==> config.mk <==
export PLATFORM = sky130hd
export DESIGN_NAME = fg_cfg_dac_ctrl
export DESIGN_NICKNAME = d
export VERILOG_FILES = /design/src/rtl/fg_cfg_dac_ctrl.sv
export SDC_FILE = /design/constraint.sdc
export NUM_CORES = 1
export LEC_CHECK = 0
export CORE_MARGIN = 2
export CORE_UTILIZATION = 51
export DETAILED_ROUTE_END_ITERATION = 7
export PLACE_DENSITY = 0.84
export SYNTH_ARGS = -nofsm -noshare
export SYNTH_HDL_FRONTEND = slang
export SYNTH_SLANG_ARGS = --single-unit
==> constraint.sdc <==
create_clock -name clk_i -period 5.6 [get_ports clk_i]
set_clock_uncertainty 0.2 [all_clocks]
set_input_delay 0.56 -clock clk_i [delete_from_list [all_inputs] [get_ports clk_i]]
set_output_delay 0.56 -clock clk_i [all_outputs]
set_load 0.02 [all_outputs]
==> src/rtl/fg_cfg_dac_ctrl.sv <==
// Function-generator glue: host config register bank behind a synchronised write
// strobe, plus a DAC write-strobe/settle controller. Optional: FG_SHADOW_COMMIT_EN.
module fg_cfg_dac_ctrl #(
  parameter int DATA_W        = 8,
  parameter int NUM_REGS      = 8,
  parameter int ADDR_W        = 3,
  parameter int DAC_W         = 8,
  parameter int SYNC_STAGES   = 2,
  parameter int WR_PULSE      = 2,
  parameter int SETTLE_CYCLES = 499
) (
  input  logic                       clk_i,
  input  logic                       rstn_i,
  input  logic [DATA_W-1:0]          data_i,
  input  logic [ADDR_W-1:0]          addr_i,
  input  logic                       wr_async_i,
  output logic [NUM_REGS*DATA_W-1:0] cr_bus_o,
  output logic                       cr_update_o,
  input  logic [DAC_W-1:0]           sample_i,
  input  logic                       sample_valid_i,
  output logic                       busy_o,
  output logic                       overrun_o,
  input  logic                       overrun_clr_i,
  output logic [DAC_W-1:0]           dac_data_o,
  output logic                       dac_wr_n_o,
  output logic                       dac_clr_n_o,
  output logic                       dac_pd_n_o
);

  localparam int MAX_CNT = (WR_PULSE > SETTLE_CYCLES) ? WR_PULSE : SETTLE_CYCLES;
  localparam int CNT_W   = $clog2(MAX_CNT + 1);
  localparam logic [CNT_W-1:0] PULSE_LD  = CNT_W'(WR_PULSE - 1);
  localparam logic [CNT_W-1:0] SETTLE_LD = CNT_W'((SETTLE_CYCLES > 0) ? SETTLE_CYCLES - 1 : 0);

  // ---------------------------------------------------------------- write path
  logic [SYNC_STAGES-1:0] sync_q;
  logic                   wr_prev_q;
  logic                   wr_pulse;
  logic [NUM_REGS-1:0]    addr_sel;
  logic [DATA_W-1:0]      cr_q [NUM_REGS];
  logic                   cr_update_q;

  always_ff @(posedge clk_i or negedge rstn_i) begin
    if (!rstn_i) begin
      sync_q    <= '0;
      wr_prev_q <= 1'b0;
    end else begin
      sync_q    <= {sync_q[SYNC_STAGES-2:0], wr_async_i};
      wr_prev_q <= sync_q[SYNC_STAGES-1];
    end
  end

  assign wr_pulse = sync_q[SYNC_STAGES-1] & ~wr_prev_q;

  // Out-of-range addresses select nothing, so they neither write nor pulse.
  always_comb begin
    addr_sel = '0;
    for (int unsigned i = 0; i < NUM_REGS; i++) begin
      addr_sel[i] = (addr_i == ADDR_W'(i));
    end
  end

`ifdef FG_SHADOW_COMMIT_EN
  logic [DATA_W-1:0] sh_q [NUM_REGS];
  logic              commit;

  assign commit = wr_pulse & addr_sel[NUM_REGS-1];

  // The committing write bypasses its own shadow so the bus sees it in the same edge.
  always_ff @(posedge clk_i or negedge rstn_i) begin
    if (!rstn_i) begin
      for (int unsigned i = 0; i < NUM_REGS; i++) begin
        sh_q[i] <= '0;
        cr_q[i] <= '0;
      end
      cr_update_q <= 1'b0;
    end else begin
      cr_update_q <= commit;
      for (int unsigned i = 0; i < NUM_REGS; i++) begin
        if (wr_pulse && addr_sel[i]) sh_q[i] <= data_i;
        if (commit) cr_q[i] <= (i == NUM_REGS - 1) ? data_i : sh_q[i];
      end
    end
  end
`else
  logic wr_en;

  assign wr_en = wr_pulse & (|addr_sel);

  always_ff @(posedge clk_i or negedge rstn_i) begin
    if (!rstn_i) begin
      for (int unsigned i = 0; i < NUM_REGS; i++) begin
        cr_q[i] <= '0;
      end
      cr_update_q <= 1'b0;
    end else begin
      cr_update_q <= wr_en;
      for (int unsigned i = 0; i < NUM_REGS; i++) begin
        if (wr_pulse && addr_sel[i]) cr_q[i] <= data_i;
      end
    end
  end
`endif

  for (genvar g = 0; g < NUM_REGS; g++) begin : g_bus
    assign cr_bus_o[(NUM_REGS-1-g)*DATA_W +: DATA_W] = cr_q[g];
  end

  assign cr_update_o = cr_update_q;

  // ------------------------------------------------------------------ DAC FSM
  typedef enum logic [1:0] {IDLE, STROBE, SETTLE} dac_state_e;

  dac_state_e       state_q, state_d;
  logic [CNT_W-1:0] cnt_q, cnt_d;
  logic [DAC_W-1:0] data_q, data_d;
  logic             wr_n_q, wr_n_d;
  logic             ovr_q, ovr_d;
  logic             busy_q;
  logic             en_q;
  logic             accept, drop;

  always_ff @(posedge clk_i or negedge rstn_i) begin
    if (!rstn_i) begin
      state_q <= IDLE;
      cnt_q   <= '0;
      data_q  <= '0;
      wr_n_q  <= 1'b1;
      ovr_q   <= 1'b0;
      busy_q  <= 1'b0;
      en_q    <= 1'b0;
    end else begin
      state_q <= state_d;
      cnt_q   <= cnt_d;
      data_q  <= data_d;
      wr_n_q  <= wr_n_d;
      ovr_q   <= ovr_d;
      busy_q  <= (state_d != IDLE);
      en_q    <= 1'b1;
    end
  end

  // With no settle time the last strobe cycle also accepts the next sample,
  // so samples spaced WR_PULSE apart keep the strobe low and update the data.
  always_comb begin
    state_d = state_q;
    cnt_d   = cnt_q;
    data_d  = data_q;
    wr_n_d  = wr_n_q;
    accept  = 1'b0;
    unique case (state_q)
      IDLE: accept = sample_valid_i;
      STROBE: begin
        if (cnt_q == '0) begin
          wr_n_d = 1'b1;
          if (SETTLE_CYCLES > 0) begin
            state_d = SETTLE;
            cnt_d   = SETTLE_LD;
          end else begin
            state_d = IDLE;
            accept  = sample_valid_i;
          end
        end else begin
          cnt_d = cnt_q - CNT_W'(1);
        end
      end
      SETTLE: begin
        if (cnt_q == '0) state_d = IDLE;
        else             cnt_d   = cnt_q - CNT_W'(1);
      end
      default: state_d = IDLE;
    endcase
    if (accept) begin
      state_d = STROBE;
      cnt_d   = PULSE_LD;
      data_d  = sample_i;
      wr_n_d  = 1'b0;
    end
    drop = sample_valid_i & ~accept & (state_q != IDLE);
    if (drop)               ovr_d = 1'b1;
    else if (overrun_clr_i) ovr_d = 1'b0;
    else                    ovr_d = ovr_q;
  end

  assign busy_o      = busy_q;
  assign overrun_o   = ovr_q;
  assign dac_data_o  = data_q;
  assign dac_wr_n_o  = wr_n_q;
  assign dac_clr_n_o = en_q;
  assign dac_pd_n_o  = en_q;

endmodule
==> metrics, run 1 <==
status finished, final reports clean; sequential area share after synthesis 61.3%; Ant. Diodes 0; core area 7140 µm²; number of H-tree levels 3; ys flop type dfrtp_1; Synth async-reset ratio 100%; TNS Setup 0 ns; combinational power share a little over a third; Final Non-Filler Cells about 470; CP Class reg2reg; CTS Sinks 91; DIE WIDTH 89.3 µm; Die Y 89.3 µm; Final nets 393; Internal 1340 µW; critical path required time 5.63 ns; number of synthesized register bits 91; Sw Pwr 654 µW; CTS tree built; Arr. time, crit path 2.51 ns; Area Overhead vs Synth 34.0%; CTS Buf Count 9; Net Count, Synth 289; Ports 102; period utilization 44.2%; dpl cells 455; starting density of the core 52.1%; post-route ant nets 0; crit-path max FO 6; final core occ 69.7%; Post CTS Setup Buffer Count 0; Setup crit end kind flop; cell area after synthesis between 3000 and 4000 µm²; vias per cell 5.45; TritonRoute pass-1 iters 4; Final Hold Vio Count 0; slew margin rel. between 30% and 40%; Reg clk slew, reported paths ~0.09 ns; multi-input logic area 1370 µm²; die area 7980 µm²; Worst-Margin Slew around 0.91 ns; fill count 555; instance count of the mapped netlist ~260; most frequent cells in the layout clkdlybuf4s50_1 (100), dfrtp_1 (90), mux2_2 (72); total grt overflow 0; Max VDD drop between 0.2 and 0.25 mV; DRT Wirelength 7.86 mm; cts repair resizes 0; routability congestion estimate 0.809; Tot GR Track Use between 20% and 30%; proportion of layout cells with a drive suffix above 1 26.1%; wire per inst 16.7 µm; Reg area around 2300 µm²; # rows 31; CTS max path bufs 2; yosys warns 0; Worst setup SP type flop; # DRC 0; Setup Viol. Count Final 0; HP Class reg2reg; root buf cell clkbuf_8; clk_lat worst skew about 0.35 ns; global-route wire length before repair 12.3 mm; P_leak about 0.0021 µW; largest net degree at the start of global routing 75; Pins Over Slew Limit 0; via count 2569; most common cell after layout, fill and taps aside clkdlybuf4s50_1; Initial DRC Count 113; HPWL Detailed ~5.7 mm; share of power burned in registers 46.3%; max_cap viols 0; Fmax achieved 404 MHz; initial antenna violation count 0; Sw Ratio between 30% and 40%; crit path time final 2.47 ns; Post-synth EDFFs 0; I/O Buffers ~100; synth unique cells 42; vias in the first global route 2424; Clock Power Share 18.9%; syn_area_per_cell between 10 and 15 µm²; Pwr per Cell Area between 400 and 500 nW/µm²; RSZ-0062 raised after global routing no
per-stage QoR:
step / hold WS (ns) / instance area, µm² / setup slack, ns / total power [µW]
floorplan: 0.0644 / 3710 / 3.40 / 1290
finish: 0.156 / 4980 / 3.13 / 2000
detailed placement: 0.140 / 4800 / 2.91 / 1640
CTS: 0.160 / 4980 / 3.14 / 2010
global placement: 0.132 / 4800 / 2.98 / 1610
global route: 0.171 / 4980 / 2.95 / 2110
layout make-up:
cell class,instances,area share (%)
clock buffers,9,2.49
clock inverters,6,0.880
inverters,3,0.226
multi-input cells,160,27.5
flip-flops and latches,91,45.8
well taps,99,2.49
repair buffers,103,20.6
logic make-up (layout without fill, tap and decap cells):
group / Yosys count / after routing / share of synthesized area, %
buf+inv: 13 / 121 / 1.82
flops: 91 / 91 / 61.3
compound gates: 38 / 38 / 7.07
simple gates: 46 / 46 / 7.01
other cells: 1 / 1 / 0.101
mux: 73 / 73 / 22.1
xor+xnor: 1 / 1 / 0.236
fa+ha+maj: 1 / 1 / 0.337
registers in the layout, indices dropped and copies added (netlist names):
name	flops
dac_clr_n_o	1
cr_bus_o	64
sync_q	2
busy_o	1
cnt_q	9
dac_data_o	8
cr_update_o	1
overrun_o	1
state_q	2
dac_wr_n_o	1
wr_prev_q	1
power groups by stage:
stage                     clock network, µW  registers, µW  logic (µW)
after floorplan                           0           1060         230
after global placement                    0            928         681
after detailed placement                  0            938         700
after CTS                               387            924         701
after global routing                    415            945         745
final                                   377            923         695
worst paths after layout:
kind | startpoint | cells past startpoint | slack, ns | to
max in group asynchronous | rstn_i | 3 | 3.63 | cnt_q[4]$_DFFE_PN0P_
max reg2reg | cnt_q[0]$_DFFE_PN0P_ | 6 | 3.13 | cnt_q[0]$_DFFE_PN0P_
min | sync_q[0]$_DFF_PN0_ | 0 | 0.16 | sync_q[1]$_DFF_PN0_
min reg2reg | sync_q[0]$_DFF_PN0_ | 0 | 0.16 | sync_q[1]$_DFF_PN0_
min in group asynchronous | rstn_i | 2 | 0.42 | cr_bus_o[51]$_DFFE_PN0P_
max | cnt_q[0]$_DFFE_PN0P_ | 6 | 3.13 | cnt_q[0]$_DFFE_PN0P_
Yosys cell counts (2+ instances only):
master    count  area, µm²
nand2b_1      4       25.0
nand3b_1      2       15.0
nor2b_1       4       25.0
dfrtp_1      90       2250
a211o_1       3       26.3
a21oi_1       6       30.0
nor3_1        5       25.0
inv_1         3       11.3
a31oi_1       4       25.0
nor2_1       11       41.3
or3_1         3       18.8
o21ai_0      10       50.1
buf_6         2       22.5
mux2_2       72        811
nor3b_2       2       25.0
clkbuf_1      6       22.5
nand2_1       8       30.0
o22ai_1       5       31.3
metal layers:
layer / global-route usage [%] / vias up / part of all wire, %
met1: 26.9 / 1292 / 42
met5: 0 / - / 0
li1: - / 1173 / -
met4: 5.29 / 0 / 1.1
met3: 4.80 / 12 / 5.8
met2: 34.4 / 92 / 51
critical path, stage by stage (launching register included):
cell and delay, ns:
dfrtp_1 0.42, inv_1 0.09, ha_1 0.21, or4b_1 0.60, nor2_1 0.37, o21ai_0 0.16, o221a_2 0.31
repair_timing:
action	4_1_cts	5_1_grt
hold buffers	1	0
setup endpoints to repair	0	0
hold endpoints to repair	17	0
(Power assumes the default switching activity.)
==> run 2, diff against run 1 <==
--- a/config.mk
+++ b/config.mk
@@ -6,9 +6,9 @@
 export NUM_CORES = 1
 export LEC_CHECK = 0
 export CORE_MARGIN = 2
-export CORE_UTILIZATION = 51
+export CORE_UTILIZATION = 43
 export DETAILED_ROUTE_END_ITERATION = 7
-export PLACE_DENSITY = 0.84
+export PLACE_DENSITY = 0.76
 export SYNTH_ARGS = -nofsm -noshare
 export SYNTH_HDL_FRONTEND = slang
 export SYNTH_SLANG_ARGS = --single-unit
==> constraint.sdc (replaced) <==
create_clock -name clk_i -period 2 [get_ports clk_i]
set_clock_uncertainty 0.2 [all_clocks]
set_input_delay 0.2 -clock clk_i [delete_from_list [all_inputs] [get_ports clk_i]]
set_output_delay 0.2 -clock clk_i [all_outputs]
set_load 0.02 [all_outputs]
==> run 2 against run 1 <==
The flow now finishes with violations (setup timing). First-iteration DRC count up 1.8%. Hold slack worse by 0.088 ns. Cell count up 8.9%. Via count up 6.4%. Clock-buffer cell count up 1. Routed wire length up 12%. Maximum frequency up 19%. Critical path type unchanged. Highest routed layer unchanged.
==> metrics, run 2 (synthesis results as in run 1) <==
Sw Pwr between 2000 and 2500 µW; max reg flops 64; Initial DRC Count 115; wire per inst 17.2 µm; worst setup path startpoint cnt_q[0]$_DFFE_PN0P_; CTS Buf Count 9; critical path required time 2.09 ns; number of H-tree levels 3; total grt overflow 0; P_leak around 0.0023 µW; Internal approximately 4300 µW; DIE WIDTH 96.9 µm; Final nets 428; crit path time final about 2.1 ns; Reg clk slew, reported paths 0.10 ns; post-route setup slack -0.0824 ns; period utilization 104%; Clock Power Share 22.8%; fill count approximately 650; Ports 102; HPWL Detailed 6.06 mm; violated checks setup timing; largest net degree at the start of global routing about 90; initial antenna violation count 0; Tot GR Track Use 19.1%; CTS tree built; # rows 33; most frequent cells in the layout clkdlybuf4s50_1 (100), dfrtp_1 (90), mux2_2 (72); crit-path max FO 6; worst hold slack 0.0684 ns; reg-to-reg critical path startpoint cnt_q[0]$_DFFE_PN0P_; proportion of layout cells with a drive suffix above 1 34.6%; Ant. Diodes 0; reg-to-reg setup timing slack -0.08 ns; Setup Viol. Count Final 4; Area Overhead vs Synth 45.3%; vias in the first global route roughly 2700; HP Class in2reg; routability congestion estimate 0.811; TritonRoute pass-1 iters 4; DRT Wirelength approximately 8.8 mm; root buf cell clkbuf_8; starting density of the core ~45%; Pwr per Cell Area around 1200 nW/µm²; # DRC 0; Pins Over Slew Limit 0; RSZ-0062 raised after global routing yes; final core occ 65.1%; FF-to-FF End cnt_q[0]$_DFFE_PN0P_; Max VDD drop 0.576 mV; via count 2734; Setup crit end kind flop; Worst setup SP type flop; I/O Buffers 101; combinational power share 36.7%; status finished with violations; Die Y 96.9 µm; Setup WS pre-CTS -0.121 ns; share of power burned in registers 40.5%; CTS Sinks 91; die area 9400 µm²; Sw Ratio 32.0%; max_cap viols 0; CP Capture Point cnt_q[0]$_DFFE_PN0P_; Arr. time, crit path 2.17 ns; Fmax achieved between 400 and 500 MHz; clk_lat worst skew 0.36 ns; R2R depth 6; vias per cell ~5.3; Final Hold Vio Count 0; CP Class reg2reg; core area 8300 µm²; most common cell after layout, fill and taps aside clkdlybuf4s50_1; CTS max path bufs 2; global-route wire length before repair between 10 and 15 mm; post-route ant nets 0
-- run 2: cell types whose count changed in the layout (fill, tap and decap cells not counted), sizes merged --
cell,before,now
inv,3,5
bufinv,0,2
clkinv,5,1
buf,2,37
clkbuf,9,10
-- run 2: stage by stage --
step	total power, µW	instances	setup TNS [ns]	instance area, µm²
6_report	6260	513	-0.109	5400
2_1_floorplan	3630	264	-0.244	3720
3_5_place_dp	4750	491	-0.374	5070
3_3_place_gp	4680	491	-0.0833	5070
5_1_grt	6560	513	-0.461	5400
4_1_cts	6210	509	-0.0839	5330
-- run 2: layout make-up --
type / instances / area (µm²) / share of cell area (%)
sequential: 91 / 2280 / 42.2
inverter: 3 / 11.3 / 0.209
clock buffer: 10 / 138 / 2.55
clock inverter: 6 / 93.8 / 1.74
timing repair buffer: 138 / 1340 / 24.8
tap: 105 / 131 / 2.43
multi-input combinational: 160 / 1410 / 26.1
-- run 2: power by group through the flow --
stage          clock [µW]  sequential [µW]  combinational [µW]
2_1_floorplan           0             2980                 649
3_3_place_gp            0             2540                2130
3_5_place_dp            0             2570                2180
4_1_cts              1470             2530                2210
5_1_grt              1530             2590                2430
6_report             1430             2530                2300
-- run 2: per-layer routing --
layer	vias to the layer above	track usage, %	wire (µm)
met1	1381	24.5	3700
li1	1249	-	-
met4	0	5.42	121
met5	-	0	0
met2	92	32.3	4500
met3	12	4.91	482
-- run 2: repair_timing --
| item | in CTS | in global routing |
|---|---|---|
| hold buffers | 1 | 0 |
| setup buffers | 1 | 4 |
| resized for setup | 5 | 8 |
| hold endpoints to repair | 90 | 0 |
| setup endpoints to repair | 6 | 10 |
| cloned | 0 | 0 |
| pin swaps | 5 | 6 |
-- run 2: worst min-delay path by stage --
stage,endpoint,startpoint,slack (ns),depth (start not counted)
after floorplan,busy_o$_DFF_PN0_,rstn_i,-0.30,0
after global placement,cr_bus_o[52]$_DFFE_PN0P_,rstn_i,0.08,2
after detailed placement,cr_bus_o[52]$_DFFE_PN0P_,rstn_i,0.08,2
after CTS,sync_q[0]$_DFF_PN0_,wr_async_i,0.06,1
after global routing,sync_q[0]$_DFF_PN0_,wr_async_i,0.06,1
final,sync_q[0]$_DFF_PN0_,wr_async_i,0.07,1
-- run 2: worst max-delay path: stages, from the launching register on --
cell	delay, ns
dfrtp_1	0.39
inv_2	0.09
ha_4	0.13
or4b_4	0.52
or2_4	0.31
a31oi_1	0.18
o221a_2	0.20
